File: src/rtl/led_sequencer_wb.sv
// LED pattern sequencer that pushes each step value to a Wishbone LED register.
// Prescaled ticks request writes; ticks during a bus cycle coalesce into one pending write.
module led_sequencer_wb #(
   parameter int                    DATA_WIDTH     = 32,
   parameter int                    ADDR_WIDTH     = 32,
   parameter logic [ADDR_WIDTH-1:0] LED_ADDR       = '0,
   parameter int                    PRESCALE_WIDTH = 24,
   parameter int                    TIMEOUT        = 16
) (
   input  logic                      clk,
   input  logic                      rst,
   input  logic                      enable,
   input  logic [1:0]                mode,
   input  logic [PRESCALE_WIDTH-1:0] period,
   input  logic [5:0]                pattern,
   input  logic                      err_clr,
   output logic [ADDR_WIDTH-1:0]     wb_adr_o,
   output logic [DATA_WIDTH-1:0]     wb_dat_o,
   output logic [DATA_WIDTH/8-1:0]   wb_sel_o,
   output logic                      wb_we_o,
   output logic                      wb_stb_o,
   output logic                      wb_cyc_o,
   input  logic                      wb_ack_i,
   input  logic                      wb_err_i,
   output logic                      busy,
   output logic                      err
);

   localparam int TW = $clog2(TIMEOUT + 1);

   typedef enum logic [1:0] {IDLE, BUS, HOLD} state_t;

   state_t                    state, state_nxt;
   logic [PRESCALE_WIDTH-1:0] cnt;
   logic                      enable_q;
   logic [1:0]                mode_q;
   logic                      pending;
   logic [5:0]                step;
   logic                      stale;
   logic [TW-1:0]             tcnt;
   logic [DATA_WIDTH-1:0]     dat_q;
   logic                      err_q;

   logic       rise, restart, tick, timeout;
   logic       issue, done_ok, done_bad;
   logic [5:0] step_eff;

   function automatic logic [5:0] start_of(input logic [1:0] m);
      return (m == 2'd2) ? 6'd1 : 6'd0;
   endfunction

   function automatic logic [5:0] value_of(input logic [1:0] m, input logic [5:0] s,
                                           input logic [5:0] pat);
      logic [5:0] r;
      r = s;
      case (m)
         2'd0:    r = pat;
         2'd1:    r = s[0] ? 6'd0 : pat;
         default: r = s;
      endcase
      return r;
   endfunction

   function automatic logic [5:0] advance(input logic [1:0] m, input logic [5:0] s);
      logic [5:0] r;
      r = s;
      case (m)
         2'd1:    r = {5'd0, ~s[0]};
         2'd2:    r = {s[4:0], s[5]};
         2'd3:    r = s + 6'd1;
         default: r = s;
      endcase
      return r;
   endfunction

   assign rise     = enable & ~enable_q;
   assign restart  = rise | (mode != mode_q);
   // The prescaler restarts on the enable edge, so the edge itself never ticks.
   assign tick     = enable & enable_q & (cnt == period);
   assign timeout  = (tcnt == TW'(TIMEOUT - 1));
   assign step_eff = restart ? start_of(mode) : step;

   always_ff @(posedge clk) begin
      if (rst) state <= IDLE;
      else     state <= state_nxt;
   end

   always_comb begin
      state_nxt = state;
      issue     = 1'b0;
      done_ok   = 1'b0;
      done_bad  = 1'b0;
      case (state)
         IDLE: begin
            if (enable && (rise || tick || pending)) begin
               state_nxt = BUS;
               issue     = 1'b1;
            end
         end
         BUS: begin
            if (wb_err_i) begin
               state_nxt = HOLD;
               done_bad  = 1'b1;
            end else if (wb_ack_i) begin
               state_nxt = HOLD;
               done_ok   = 1'b1;
            end else if (timeout) begin
               state_nxt = HOLD;
               done_bad  = 1'b1;
            end
         end
         HOLD:    state_nxt = IDLE;
         default: state_nxt = IDLE;
      endcase
   end

   always_ff @(posedge clk) begin
      if (rst) begin
         cnt      <= '0;
         enable_q <= 1'b0;
         mode_q   <= 2'd0;
         pending  <= 1'b0;
         step     <= 6'd0;
         stale    <= 1'b0;
         tcnt     <= '0;
         dat_q    <= '0;
         err_q    <= 1'b0;
      end else begin
         enable_q <= enable;
         mode_q   <= mode;

         if (!enable || rise || cnt == period) cnt <= '0;
         else                                  cnt <= cnt + PRESCALE_WIDTH'(1);

         if (!enable || issue)                      pending <= 1'b0;
         else if ((tick || rise) && state != IDLE)  pending <= 1'b1;

         // A write launched before a restart must not advance the fresh sequence.
         if (issue)                          stale <= 1'b0;
         else if (restart && state != IDLE)  stale <= 1'b1;

         if (restart)                step <= start_of(mode);
         else if (done_ok && !stale) step <= advance(mode, step);

         if (issue) begin
            dat_q <= DATA_WIDTH'(value_of(mode, step_eff, pattern));
            tcnt  <= '0;
         end else if (state == BUS) begin
            tcnt  <= tcnt + TW'(1);
         end

         err_q <= (err_q & ~err_clr) | done_bad;
      end
   end

   assign wb_cyc_o = (state == BUS);
   assign wb_stb_o = (state == BUS);
   assign wb_we_o  = (state == BUS);
   assign wb_adr_o = LED_ADDR;
   assign wb_sel_o = '1;
   assign wb_dat_o = dat_q;
   assign busy     = (state == BUS);
   assign err      = err_q;

endmodule

File: config.mk
export PLATFORM = sky130hd
export DESIGN_NAME = led_sequencer_wb
export DESIGN_NICKNAME = d
export VERILOG_FILES = /design/src/rtl/led_sequencer_wb.sv
export SDC_FILE = /design/constraint.sdc
export NUM_CORES = 1
export LEC_CHECK = 0
export BUFFER_PORTS_ARGS = -buffer_cell sky130_fd_sc_hd__buf_4
export CORE_MARGIN = 1.5
export CORE_UTILIZATION = 52
export CTS_BUF_LIST = sky130_fd_sc_hd__clkbuf_8
export CTS_CLUSTER_SIZE = 40
export DETAILED_ROUTE_END_ITERATION = 12
export PLACE_DENSITY = 0.81
export SLEW_MARGIN = 0
export SYNTH_ARGS = -nofsm -noshare
export SYNTH_HDL_FRONTEND = slang
export SYNTH_SLANG_ARGS = --single-unit
File: constraint.sdc
create_clock -name clk -period 2.1 [get_ports clk]
set_input_delay 0.315 -clock clk [delete_from_list [all_inputs] [get_ports clk]]
set_output_delay 0.315 -clock clk [all_outputs]
set_load 0.05 [all_outputs]
---- Yosys cells after proc, flatten, opt, wreduce, memory -nomap -nowiden ----
Cells that the tools add are included.
Widths: inputs -> output; s select.
storage, ports and cells
  register bits after elaboration ......... 49
  output and inout port bits .............. 73
  logic and storage cells ................. 73
operators by class
  add/sub/neg operators ................... 3
  eq/ne operators ......................... 9
  mux-type cells .......................... 21
  bitwise operators ....................... 9
  reductions and logical operators ........ 21
operators with widths
  kind                   number
  $add 24x1->24 const B  1
  $eq 24x24->1           1
  $mux 6                 4
  $pmux 6 s3             1
  $pmux 6 s2             1
  $mux 1                 10
  $mux 2                 4
  $add 6x1->6 const B    1
  $reduce_or 2->1        3
  $add 5x1->5 const B    1
  $eq 5x4->1 const B     1
  $logic_or 1x1->1       5
  $and 1x1->1            4
  $eq 2x1->1 const B     2
  $eq 2x2->1 const B     2
  $logic_and 1x1->1      4
  $logic_not 2->1        2
  $ne 4x3->1 const B     1
  $pmux 2 s2             1
  $reduce_and 2->1       2
  $reduce_bool 2->1      2
  $reduce_bool 4->1      1
  $not 1->1              3
  $logic_not 1->1        2
  3 further kinds        4

---- Longest topological paths before layout ----
Gate-level depths: netlist of the first run.
  depth after elaboration ................. 9
  gate-level depth with buffers ........... 7
  depth with buffers taken out ............ 6

---- Worst setup path after synthesis of the first run ----
No wires, ideal clock.
  path type ............................... reg-to-reg
  start point ............................. reg cnt[2]
  end point ............................... reg dat_q[3] (netlist: wb_dat_o[3])
  arrival time ............................ 1,624 ps
  slack ................................... 355 ps
  stages on the path, launching flop included .. 7
  buffers on the path ..................... 1
  path through ............................ dfxtp_1 -> xnor2_1 -> nand4_1 -> nor4_4 -> a31oi_4 -> buf_6 -> mux2_4
between the ends
  word-level cells in the longest chain between the ends .. 7
ends and longest elaborated chain
  item                           RTL line  text
  from (decl)                    34        logic [PRESCALE_WIDTH-1:0] cnt;
  from (signal assigned)         133       else cnt <= cnt + PRESCALE_WIDTH'(1);
  $eq 24x24->1                   79        assign tick = enable & enable_q & (cnt == period);
  $and 1x1->1                    79
  $logic_or 1x1->1 (2 in a row)  95        if (enable && (rise || tick || pending)) begin
  $logic_and 1x1->1              95
  $mux 1                         95
  $mux 1                         93        case (state)
  to (signal assigned)           146       dat_q <= DATA_WIDTH'(value_of(mode, step_eff, pattern));
  to (decl)                      41        logic [DATA_WIDTH-1:0] dat_q;
No other way between the ends.
A chain may end at the register's enable or synchronous reset.

---- Worst setup path after layout of the first run ----
  start point ............................. reg cnt[6]
  end point ............................... reg dat_q[4] (netlist: wb_dat_o[4])
Same word-level chain as after synthesis.

==> results of run 1 <==
-- report_power, final --
| group | internal (mW) | switching, mW | leakage (nW) | total [mW] |
|---|---|---|---|---|
| combinational | 0.119 | 0.379 | 0.875 | 0.499 |
| clock | 0.353 | 0.316 | 0.0595 | 0.669 |
| sequential | 0.945 | 0.0118 | 0.397 | 0.957 |
| total | 1.42 | 0.707 | 1.33 | 2.12 |
-- cell type report --
class / instances / area share (%)
multi-input cells: 298 / 53.49
inverters: 8 / 0.8817
well taps: 75 / 2.755
clock buffers: 5 / 2.021
repair buffers: 49 / 10.80
flip-flops and latches: 49 / 28.80
clock inverters: 3 / 1.249
-- through the flow --
step                      total power [mW]  util (%)  hold slack, ps  worst slack [ps]  instances
after floorplan                      1.476         -           405.1             354.7        434
after global placement               1.471     55.97           462.5             252.5        479
after detailed placement             1.477     55.97           470.1             218.5        479
after CTS                            2.136     57.87           265.4             201.6        487
after global routing                 2.209     57.87           295.4             60.90        487
final                                2.125     57.87           268.8             212.9        487
-- cells in the mapped netlist, types with 4 or more instances --
cell type,instances
a21oi_1,7
xnor2_1,44
nand2b_1,8
nor2_1,43
nand4_1,11
a22oi_1,6
o21ai_0,6
dfxtp_1,49
and3b_2,6
nor3_1,9
nor2b_1,10
nand2_1,20
ha_1,4
buf_2,4
nand3_1,12
inv_1,8
clkbuf_1,8
xor2_1,7
and3_1,4
and4_1,4
buf_4,65
-- tightest hold or removal path, cell delays in order --
cell and delay (ps):
buf_4 70, nand2b_1 90, a21oi_1 50
-- worst max path at each step --
| stage | startpoint | cells past startpoint | slack, ps | end |
|---|---|---|---|---|
| floorplan | cnt[2]$_SDFF_PP0_ | 6 | 350 | wb_dat_o[3]$_SDFFE_PP0P_ |
| global placement | period[2] | 6 | 250 | wb_dat_o[4]$_SDFFE_PP0P_ |
| detailed placement | cnt[2]$_SDFF_PP0_ | 5 | 220 | wb_dat_o[4]$_SDFFE_PP0P_ |
| CTS | cnt[6]$_SDFF_PP0_ | 5 | 200 | wb_dat_o[4]$_SDFFE_PP0P_ |
| global route | cnt[6]$_SDFF_PP0_ | 5 | 60 | cnt[8]$_SDFF_PP0_ |
| finish | cnt[6]$_SDFF_PP0_ | 5 | 210 | wb_dat_o[4]$_SDFFE_PP0P_ |
-- cell usage in the layout (no fill, tap or decap), types with 2 or more instances in the layout --
cell type and instances:
and3b_2 6, xnor2_1 44, a21oi_1 7, xor2_1 7, clkbuf_8 5, nor3_1 9, nor4_4 2, nand2b_1 8
mux2i_1 2, mux2_4 2, mux2_2 3, and3_1 4, dfxtp_1 49, nor4_1 3, a31oi_1 2, nand3_1 12
buf_4 49, and2_1 3, nor2_1 43, a22oi_1 6, nor2b_1 10, ha_1 4, nand2_1 20, inv_1 9
conb_1 62, o21ai_0 6, nand4_1 11, nand4b_1 2, and4_1 4
-- sequential cells by signal, indices dropped and copies added (netlist names) --
register / cells
wb_dat_o: 6
mode_q: 2
stale: 1
tcnt: 5
err: 1
step: 6
enable_q: 1
state: 2
pending: 1
cnt: 24
-- logic make-up (layout without fill, tap and decap cells) --
kind of cell | after synthesis | after routing | synth area share [%]
xor gates and xnor gates | 51 | 51 | 14.13
adders and majority gates | 4 | 4 | 1.584
buffers and inverters | 87 | 65 | 18.45
muxes | 7 | 7 | 2.652
AOI/OAI and AO/OA | 34 | 34 | 7.681
and+or+nand+nor | 140 | 140 | 24.23
DFF | 49 | 49 | 31.04
other | 2 | 62 | 0.2376
-- layer usage --
| metal | GRT usage (%) | up-vias | part of all wire, % |
|---|---|---|---|
| li1 | - | 1203 | - |
| met1 | 22.42 | 1112 | 44 |
| met2 | 32.00 | 84 | 49 |
| met3 | 3.596 | 7 | 5.9 |
| met4 | 4.655 | 0 | 1.1 |
| met5 | 0 | - | 0 |
==> results.md, run 1 <==
* Status: complete, no violations
* Fin. max-slew vios at 0
* Final period utilization at 89.86%
* Ports at 111
* Die W at approximately 80 µm
* Crit-path cells: xnor2_1 > nand4_1 > nor4_4 > a31oi_4 > mux2_4
* IO buf count at 48
* # DRC at 0
* Crit Path Max Fanout at 13
* CTS Buf Count at 5
* Hold depth at 3
* Initial antenna violation count at 0
* Worst hold path startpoint: err_clr
* Final WL at 5711 µm
* Sequential share of the synthesized area at 31.04%
* FF-to-FF Start: cnt[6]$_SDFF_PP0_
* Layout overhead on the synthesized area at 7.759%
* Mean Syn Cell Area at approximately 8.5 µm²
* Ant. Diodes at 0
* Core area at around 6000 µm²
* Initial Utilization at 53.70%
* Final instance area at around 3400 µm²
* RSZ-0062 raised after global routing: false
* Global-route wire length before repair at roughly 9500 µm
* Top cells by area, synth: dfxtp_1 (31%), buf_4 (15%), xnor2_1 (12%)
* Worst Setup Path Type: flip-flop to flip-flop
* Worst path required time at between 2000 and 2500 ps
* Ys flop type: dfxtp_1
* EDFF count, synth at 0
* Ys async rst share at 0%
* CTS H-tree lvls at 2
* CP Capture Type: flip-flop
* Register area at 980.9 µm²
* Number of setup buffers added after CTS at 0
* Die ar. at 6555 µm²
* Largest net degree at the start of global routing at 27
* Post-Syn Area at 3161 µm²
* Reg2Reg Capture Point: wb_dat_o[4]$_SDFFE_PP0P_
* Post-route ant nets at 0
* Final hold violations at 0
* Post-CTS Hold Fix Bufs at 0
* Worst VDD drop at 369.5 µV
* First-pass DRT Iterations at 4
* Share of cells above drive strength 1 at 17.48%
* Power Density at 623.9 nW/µm²
* Worst reg-to-reg path cell count at 5
* Reg2reg setup slack at 210 ps
* Hpwl dp at about 4400 µm
* Leakage at 1.332 nW
* Clk_skew at 14.44 ps
* DRT iter0 DRCs at 140
* Clk sinks at 49
* TNS Setup at 0 ps
* Fmax at 529.9 MHz
* Number of global-route vias before repair at about 2.2k
* Worst-path clk slew at 100 ps
* Post-synth top area cell: dfxtp_1
* CP arrival at between 2000 and 2500 ps
* Placed Area at 3294 µm²
* CTS tree: done
* Worst hold endpoint: err$_SDFF_PP0_
* Routed len/inst at 11.73 µm
* Final setup viols at 0
* Crit path buf inv count at 0
* Routed vias/inst at 4.940
* Netlist cell types at 48
* Syn. warnings at 0
* Gpl congestion at between 0.8 and 0.9
* Worst-margin pin slew at 542.3 ps
* Total gr overflow at 0
* Fin crit period at 1887 ps
* Row cnt at 28
* Fill cells at 551
* Final-stage net count at between 400 and 500
* Post-CTS Resized at 0
* Clock Path Buffers at 2
* Syn Inst Count at 374
* GRT Overall Usage at 18.12%
* Slowest CP cell: dfxtp_1
* Post-synth top area share at 31.04%
* Max-cap violation count at 0
* Clock latency on the worst-skew pair at around 310 ps
* Yosys reg bits at 49
* Largest delay share family, worst path: simple AND/OR/NAND/NOR gates
* Worst hold path class: primary input to flip-flop
* Slew Limit Headroom at 63.58%
* Largest stage delay on the critical path at 480 ps
* Multi-input logic area at 1822 µm²
* Root Buffer: clkbuf_8
* Vias at 2406
* Die Span Y at 80.96 µm
* CP Launch Type: flip-flop
Power figures use the tool's default switching activity.
==> run 2: changes to the inputs <==
--- a/config.mk
+++ b/config.mk
@@ -6,12 +6,13 @@
 export NUM_CORES = 1
 export LEC_CHECK = 0
 export BUFFER_PORTS_ARGS = -buffer_cell sky130_fd_sc_hd__buf_4
+export CORE_ASPECT_RATIO = 1.2
 export CORE_MARGIN = 1.5
-export CORE_UTILIZATION = 52
+export CORE_UTILIZATION = 56
 export CTS_BUF_LIST = sky130_fd_sc_hd__clkbuf_8
 export CTS_CLUSTER_SIZE = 40
 export DETAILED_ROUTE_END_ITERATION = 12
-export PLACE_DENSITY = 0.81
+export PLACE_DENSITY = 0.86
 export SLEW_MARGIN = 0
 export SYNTH_ARGS = -nofsm -noshare
 export SYNTH_HDL_FRONTEND = slang
==> constraint.sdc (replaced) <==
create_clock -name clk -period 2.2 [get_ports clk]
set_input_delay 0.33 -clock clk [delete_from_list [all_inputs] [get_ports clk]]
set_output_delay 0.33 -clock clk [all_outputs]
set_load 0.05 [all_outputs]
==> results.md, run 2 (synthesis results as in run 1) <==
* Status: finished with violations
* Failing checks: design-rule violations
* DRT iter0 DRCs at 150 (+7.1%)
* Total gr overflow at 0 (unchanged)
* Sw Share at 34.17% (+0.88 points)
* Clk_skew at 7.844 ps (-6.598 ps)
* CTS tree: done
* CTS Buf Count at 5 (unchanged)
* CP Launch Type: flip-flop
* Clock latency on the worst-skew pair at 300 ps (about the same)
* RSZ-0062 raised after global routing: false
* Clock Path Buffers at 2 (unchanged)
* Die W at 71.58 µm (-12%)
* Worst-margin pin slew at 560.0 ps (+17.69 ps)
* Slew Limit Headroom at 62.39% (-1.2 points)
* Root Buffer: clkbuf_8
* Sequential Power Share at 46.0% (+1.0 points)
* Ports at 111 (unchanged)
* # DRC at 1 (+1)
* Hold depth at 3 (unchanged)
* Final-stage net count at 452 (-0.22%)
* Most frequent cells in the layout: conb_1 (62), dfxtp_1 (49), buf_4 (48), xnor2_1 (44), nor2_1 (43)
* Worst reg-to-reg path cell count at 5 (unchanged)
* Number of global-route vias before repair at 2175 (-2.0%)
* Combinational power share at 24.0% (+0.5 points)
* Final WL at 5781 µm (+1.2%)
* Vias at 2393 (-0.54%)
* Clock power share at 30.0% (-1.5 points)
* Layout overhead on the synthesized area at 6.809%
* TNS Setup at 0 ps (unchanged)
* Global-route wire length before repair at 9377 µm (-0.87%)
* Number of setup buffers added after CTS at 0 (unchanged)
* Worst-path clk slew at 90 ps (about the same)
* Pwr Total at 1.985 mW (-6.6%)
* Hpwl dp at 4449 µm (+0.11%)
* Initial Utilization at 58.85% (+5.2 points)
* Leakage at 1.323 nW (-0.66%)
* IO buf count at 48 (unchanged)
* Die Span Y at 85.30 µm (+5.4%)
* Post-route ant nets at 0 (unchanged)
* Initial antenna violation count at 0 (unchanged)
* Max FFs per register at 24 (unchanged)
* Fin crit period at 1888 ps (+0.6560 ps)
* Worst VDD drop at 293.9 µV (-20%)
* CP arrival at 2090 ps (about the same)
* GRT Overall Usage at 19.26% (+1.1 points)
* Row cnt at 29 (+3.6%)
* Final setup viols at 0 (unchanged)
* Fin. max-slew vios at 0 (unchanged)
* Clk sinks at 49 (unchanged)
* Worst path required time at 2400 ps (+90 ps)
* Pint at 1.307 mW (-7.8%)
* Die ar. at 6105 µm² (-6.9%)
* Post-CTS Hold Fix Bufs at 0 (unchanged)
* Post-CTS Resized at 0 (unchanged)
* Top reg by flops: cnt
* Fmax at 529.7 MHz (about the same)
* First-pass DRT Iterations at 11 (+7)
* CTS H-tree lvls at 2 (unchanged)
* CP Capture Type: flip-flop
* Psw at 0.6783 mW (-4.1%)
* Final hold violations at 0 (unchanged)
* Crit Path Max Fanout at 13 (unchanged)
* Routed len/inst at 12.22 µm (+4.2%)
* Most common cell after layout, fill and taps aside: conb_1
* Routed vias/inst at 5.059 (+2.4%)
* Power Density at 588.0 nW/µm² (-5.7%)
* Core area at 5370 µm² (-8.8%)
* Worst hold path class: primary input to flip-flop
* Worst Setup Path Type: flip-flop to flip-flop
* Share of cells above drive strength 1 at 17.52% (+0.043 points)
* Largest net degree at the start of global routing at 27 (unchanged)
* Max-cap violation count at 0 (unchanged)
* Final period utilization at 85.81% (-4.1 points)
* Ant. Diodes at 0 (unchanged)
* Gpl congestion at 0.8447 (-1.7%)
[run 2: worst max-delay path, cell delays in order (launching register included)]
cell	delay, ps
dfxtp_1	470
xnor2_1	150
nand4_1	180
nor4_4	400
a31oi_4	230
mux2_4	350
[run 2: path summary, 6_finish.rpt]
| kind | startpoint | endpoint | slack, ps |
|---|---|---|---|
| worst min-delay path | err_clr | err$_SDFF_PP0_ | 310 |
| worst max register to register | cnt[2]$_SDFF_PP0_ | wb_dat_o[4]$_SDFFE_PP0P_ | 310 |
| worst max-delay path | cnt[2]$_SDFF_PP0_ | wb_dat_o[4]$_SDFFE_PP0P_ | 310 |
| worst min register to register | wb_dat_o[0]$_SDFFE_PP0P_ | wb_dat_o[0]$_SDFFE_PP0P_ | 500 |
[run 2: final cells by class]
| type | instances | area, µm² |
|---|---|---|
| clock buffer | 7 | 96.34 |
| clock inverter | 1 | 8.758 |
| fill | 465 | 1994 |
| inverter | 8 | 30.03 |
| multi-input combinational | 298 | 1822 |
| sequential | 49 | 980.9 |
| tap | 62 | 77.57 |
| timing repair buffer | 48 | 360.3 |
[run 2: power groups by stage]
stage / Clock (mW) / Sequential [mW] / Combinational (mW)
floorplan: 0 / 0.953 / 0.456
global placement: 0 / 0.933 / 0.470
detailed placement: 0 / 0.934 / 0.475
finish: 0.595 / 0.913 / 0.476
global route: 0.655 / 0.916 / 0.503
CTS: 0.615 / 0.914 / 0.476
[run 2: routing by layer]
| layer | routed length [µm] | GRT usage [%] | share of wire, % | vias to the layer above |
|---|---|---|---|---|
| li1 | - | - | - | 1198 |
| met1 | 2281 | 22.63 | 39 | 1104 |
| met2 | 3085 | 34.07 | 53 | 82 |
| met3 | 335 | 4.394 | 5.8 | 9 |
| met4 | 78 | 6.861 | 1.3 | 0 |
| met5 | 0 | 0 | 0 | - |
[run 2: stage by stage]
step / instance area, µm² / instances / hold WS (ps) / utilization, % / setup WS (ps)
3_5_place_dp: 3271 / 465 / 494.4 / 60.90 / 314.7
2_1_floorplan: 3386 / 434 / 420.1 / - / 454.7
3_3_place_gp: 3271 / 465 / 457.4 / 60.90 / 342.9
5_1_grt: 3376 / 473 / 317.6 / 62.86 / 127.1
6_report: 3376 / 473 / 314.8 / 62.86 / 312.2
4_1_cts: 3376 / 473 / 308.8 / 62.86 / 305.9
==> run 3: changes to the inputs <==
--- a/config.mk
+++ b/config.mk
@@ -5,10 +5,11 @@
 export SDC_FILE = /design/constraint.sdc
 export NUM_CORES = 1
 export LEC_CHECK = 0
+export ABC_AREA = 1
 export BUFFER_PORTS_ARGS = -buffer_cell sky130_fd_sc_hd__buf_4
 export CORE_ASPECT_RATIO = 1.2
 export CORE_MARGIN = 1.5
-export CORE_UTILIZATION = 56
+export CORE_UTILIZATION = 57
 export CTS_BUF_LIST = sky130_fd_sc_hd__clkbuf_8
 export CTS_CLUSTER_SIZE = 40
 export DETAILED_ROUTE_END_ITERATION = 12
==> results.md, run 3 <==
* Post-route ant nets at 0 (unchanged)
* Row cnt at 30 (+3.4%)
* Final hold violations at 0 (unchanged)
* Mean Syn Cell Area at 6.495 µm² (-23%)
* RSZ-0062 raised after global routing: false
* Ant. Diodes at 0 (unchanged)
* Number of setup buffers added after CTS at 0 (unchanged)
* Post-synth top area cell: dfxtp_1
* Commonest cells in the netlist: nand2_1 (123), inv_1 (77), nor2_1 (76)
* Clock power share at 27.9% (-2.1 points)
* Leakage at 1.776 nW (+34%)
* Register area at 980.9 µm² (unchanged)
* CTS Buf Count at 5 (unchanged)
* CTS tree: done
* Min Hold Slack at 264.7 ps (-50.12 ps)
* CTS H-tree lvls at 2 (unchanged)
* Multi-input logic area at 1863 µm² (+2.3%)
* Ys async rst share at 0% (unchanged)
* Worst Setup Path Type: flip-flop to flip-flop
* Final WL at 7108 µm (+23%)
* Clk_skew at 14.50 ps (+6.661 ps)
* Worst VDD drop at 365.5 µV (+24%)
* Final period utilization at 87.09% (+1.3 points)
* Global-route wire length before repair at 11500 µm (+23%)
* Fill cells at 547 (+18%)
* Fin. max-slew vios at 0 (unchanged)
* Post-synth top area share at 28.28% (-2.8 points)
* Post-CTS Hold Fix Bufs at 0 (unchanged)
* Status: complete, no violations
* Fin crit period at 1916 ps (+28.11 ps)
* Netlist cell types at 36 (-25%)
* Vias at 3095 (+29%)
* Top-count cell post-synth: nand2_1
* Final-stage net count at 619 (+37%)
* Most frequent cells in the layout: nand2_1 (123), inv_1 (77), nor2_1 (76), conb_1 (62), buf_4 (51)
* Final setup margin at 284.1 ps (-28.12 ps)
* Sequential Power Share at 45.7% (-0.3 points)
* Ports at 111 (unchanged)
* Power Density at 547.5 nW/µm² (-6.9%)
* First-pass DRT Iterations at 7 (-4)
* Syn Inst Count at 534 (+43%)
* Post-Syn Area at 3468 µm² (+9.7%)
* Ys flop type: dfxtp_1
* Most used cell, CP: nand2_1
* Number of global-route vias before repair at 2737 (+26%)
* Hpwl dp at 5569 µm (+25%)
* Initial Utilization at 60.00% (+1.1 points)
* Share of cells above drive strength 1 at 14.01% (-3.5 points)
* Clk sinks at 49 (unchanged)
* Routed len/inst at 10.80 µm (-12%)
* Psw at 0.7469 mW (+10%)
* CP Capture Type: flip-flop
* Worst-path clk slew at 100 ps (about the same)
* Max-cap violation count at 0 (unchanged)
* Post-CTS Resized at 0 (unchanged)
* IO buf count at 48 (unchanged)
* Core area at 5781 µm² (+7.6%)
* Layout overhead on the synthesized area at 7.251%
* Sequential share of the synthesized area at 28.28% (-2.8 points)
* Clock Path Buffers at 2 (unchanged)
* CP arrival at 2110 ps (+20 ps)
* Fmax at 522.0 MHz (-1.5%)
* Largest net degree at the start of global routing at 17 (-37%)
* Total gr overflow at 0 (unchanged)
* Max FFs per register at 24 (unchanged)
* Die Span Y at 88.45 µm (+3.7%)
* Largest delay share family, worst path: simple AND/OR/NAND/NOR gates
* Largest stage delay on the critical path at 530 ps (+60 ps)
* Routed vias/inst at 4.704 (-7.0%)
* Initial antenna violation count at 0 (unchanged)
* Pint at 1.290 mW (-1.3%)
* Worst path required time at 2400 ps (about the same)
* Crit-path cells: inv_1 > nand2_1 > nand2_1 > nor2_1 > nand2_1 > nor2_2 > nand3_2 > nand3_1 > buf_4 > a21oi_1
* Pre-CTS WS at 322.8 ps (+8.040 ps)
* Syn. warnings at 0 (unchanged)
* Combinational power share at 26.4% (+2.4 points)
* EDFF count, synth at 0 (unchanged)
* Clock latency on the worst-skew pair at 310 ps (about the same)
* Final setup viols at 0 (unchanged)
* Sw Share at 36.67% (+2.5 points)
* Utilization after layout at 64.35% (+1.5 points)
* Die W at 74.21 µm (+3.7%)
* Slowest CP cell: dfxtp_1
* CP Launch Type: flip-flop
* TNS Setup at 0 ps (unchanged)
* Worst hold path class: primary input to flip-flop
* Top cells by area, synth: dfxtp_1 (28%), buf_4 (15%), nand2_1 (13%)
* Root Buffer: clkbuf_8
* Yosys reg bits at 49 (unchanged)
* Gpl congestion at 0.9164 (+8.5%)
* Crit Path Max Fanout at 13 (unchanged)
* DRT iter0 DRCs at 234 (+56%)
* Most common cell after layout, fill and taps aside: nand2_1
* Die ar. at 6564 µm² (+7.5%)
* GRT Overall Usage at 22.32% (+3.1 points)
* Top reg by flops: cnt
* Crit path buf inv count at 2 (+2)
* # DRC at 0 (-1)
run 3: area by class of cell:
cell class                 instances  share of cell area, %
inverter                          79                  7.972
clock buffer                       6                  2.220
tap                               80                  2.691
timing repair buffer              51                  10.29
multi-input combinational        391                  50.08
clock inverter                     2                 0.3700
sequential                        49                  26.37
run 3: final timing paths:
| kind | from | endpoint | depth (start not counted) | slack (ps) |
|---|---|---|---|---|
| worst max register to register | cnt[10]$_SDFF_PP0_ | cnt[18]$_SDFF_PP0_ | 10 | 280 |
| worst min-delay path | err_clr | err$_SDFF_PP0_ | 4 | 260 |
| worst max-delay path | cnt[10]$_SDFF_PP0_ | cnt[18]$_SDFF_PP0_ | 10 | 280 |
| worst min register to register | err$_SDFF_PP0_ | err$_SDFF_PP0_ | 2 | 490 |
run 3: worst reg2reg max path, cell delays in order, from the launching register on:
cell	delay (ps)
dfxtp_1	530
inv_1	110
nand2_1	70
nand2_1	40
nor2_1	90
nand2_1	80
nor2_2	130
nand3_2	110
nand3_1	300
buf_4	270
a21oi_1	70
run 3: kinds of logic after synthesis:
kind of cell / synth area share [%]
simple gates: 33.66
fa+ha+maj: 1.443
mux: 0.2886
other cells: 0.2165
xor+xnor: 4.545
buf+inv: 24.50
compound gates: 7.070
flops: 28.28
run 3: metal layers:
metal / vias up / share of wire [%] / track usage, %
met5: - / 0 / 0
met4: 0 / 1.5 / 7.934
met3: 10 / 5.6 / 3.759
met2: 119 / 52 / 41.72
met1: 1359 / 40 / 25.07
li1: 1607 / - / -
run 3: power by group through the flow:
stage	Combinational, mW	Clock (mW)	Sequential, mW
2_1_floorplan	0.484	0	0.983
3_3_place_gp	0.530	0	0.950
3_5_place_dp	0.536	0	0.950
4_1_cts	0.537	0.582	0.930
5_1_grt	0.579	0.618	0.933
6_report	0.539	0.568	0.930
run 3: per-stage QoR:
| stage | total power [mW] | area [µm²] | cells |
|---|---|---|---|
| after CTS | 2.049 | 3720 | 658 |
| after detailed placement | 1.487 | 3623 | 650 |
| after floorplan | 1.467 | 3694 | 594 |
| after global placement | 1.480 | 3623 | 650 |
| final | 2.037 | 3720 | 658 |
| after global routing | 2.131 | 3720 | 658 |
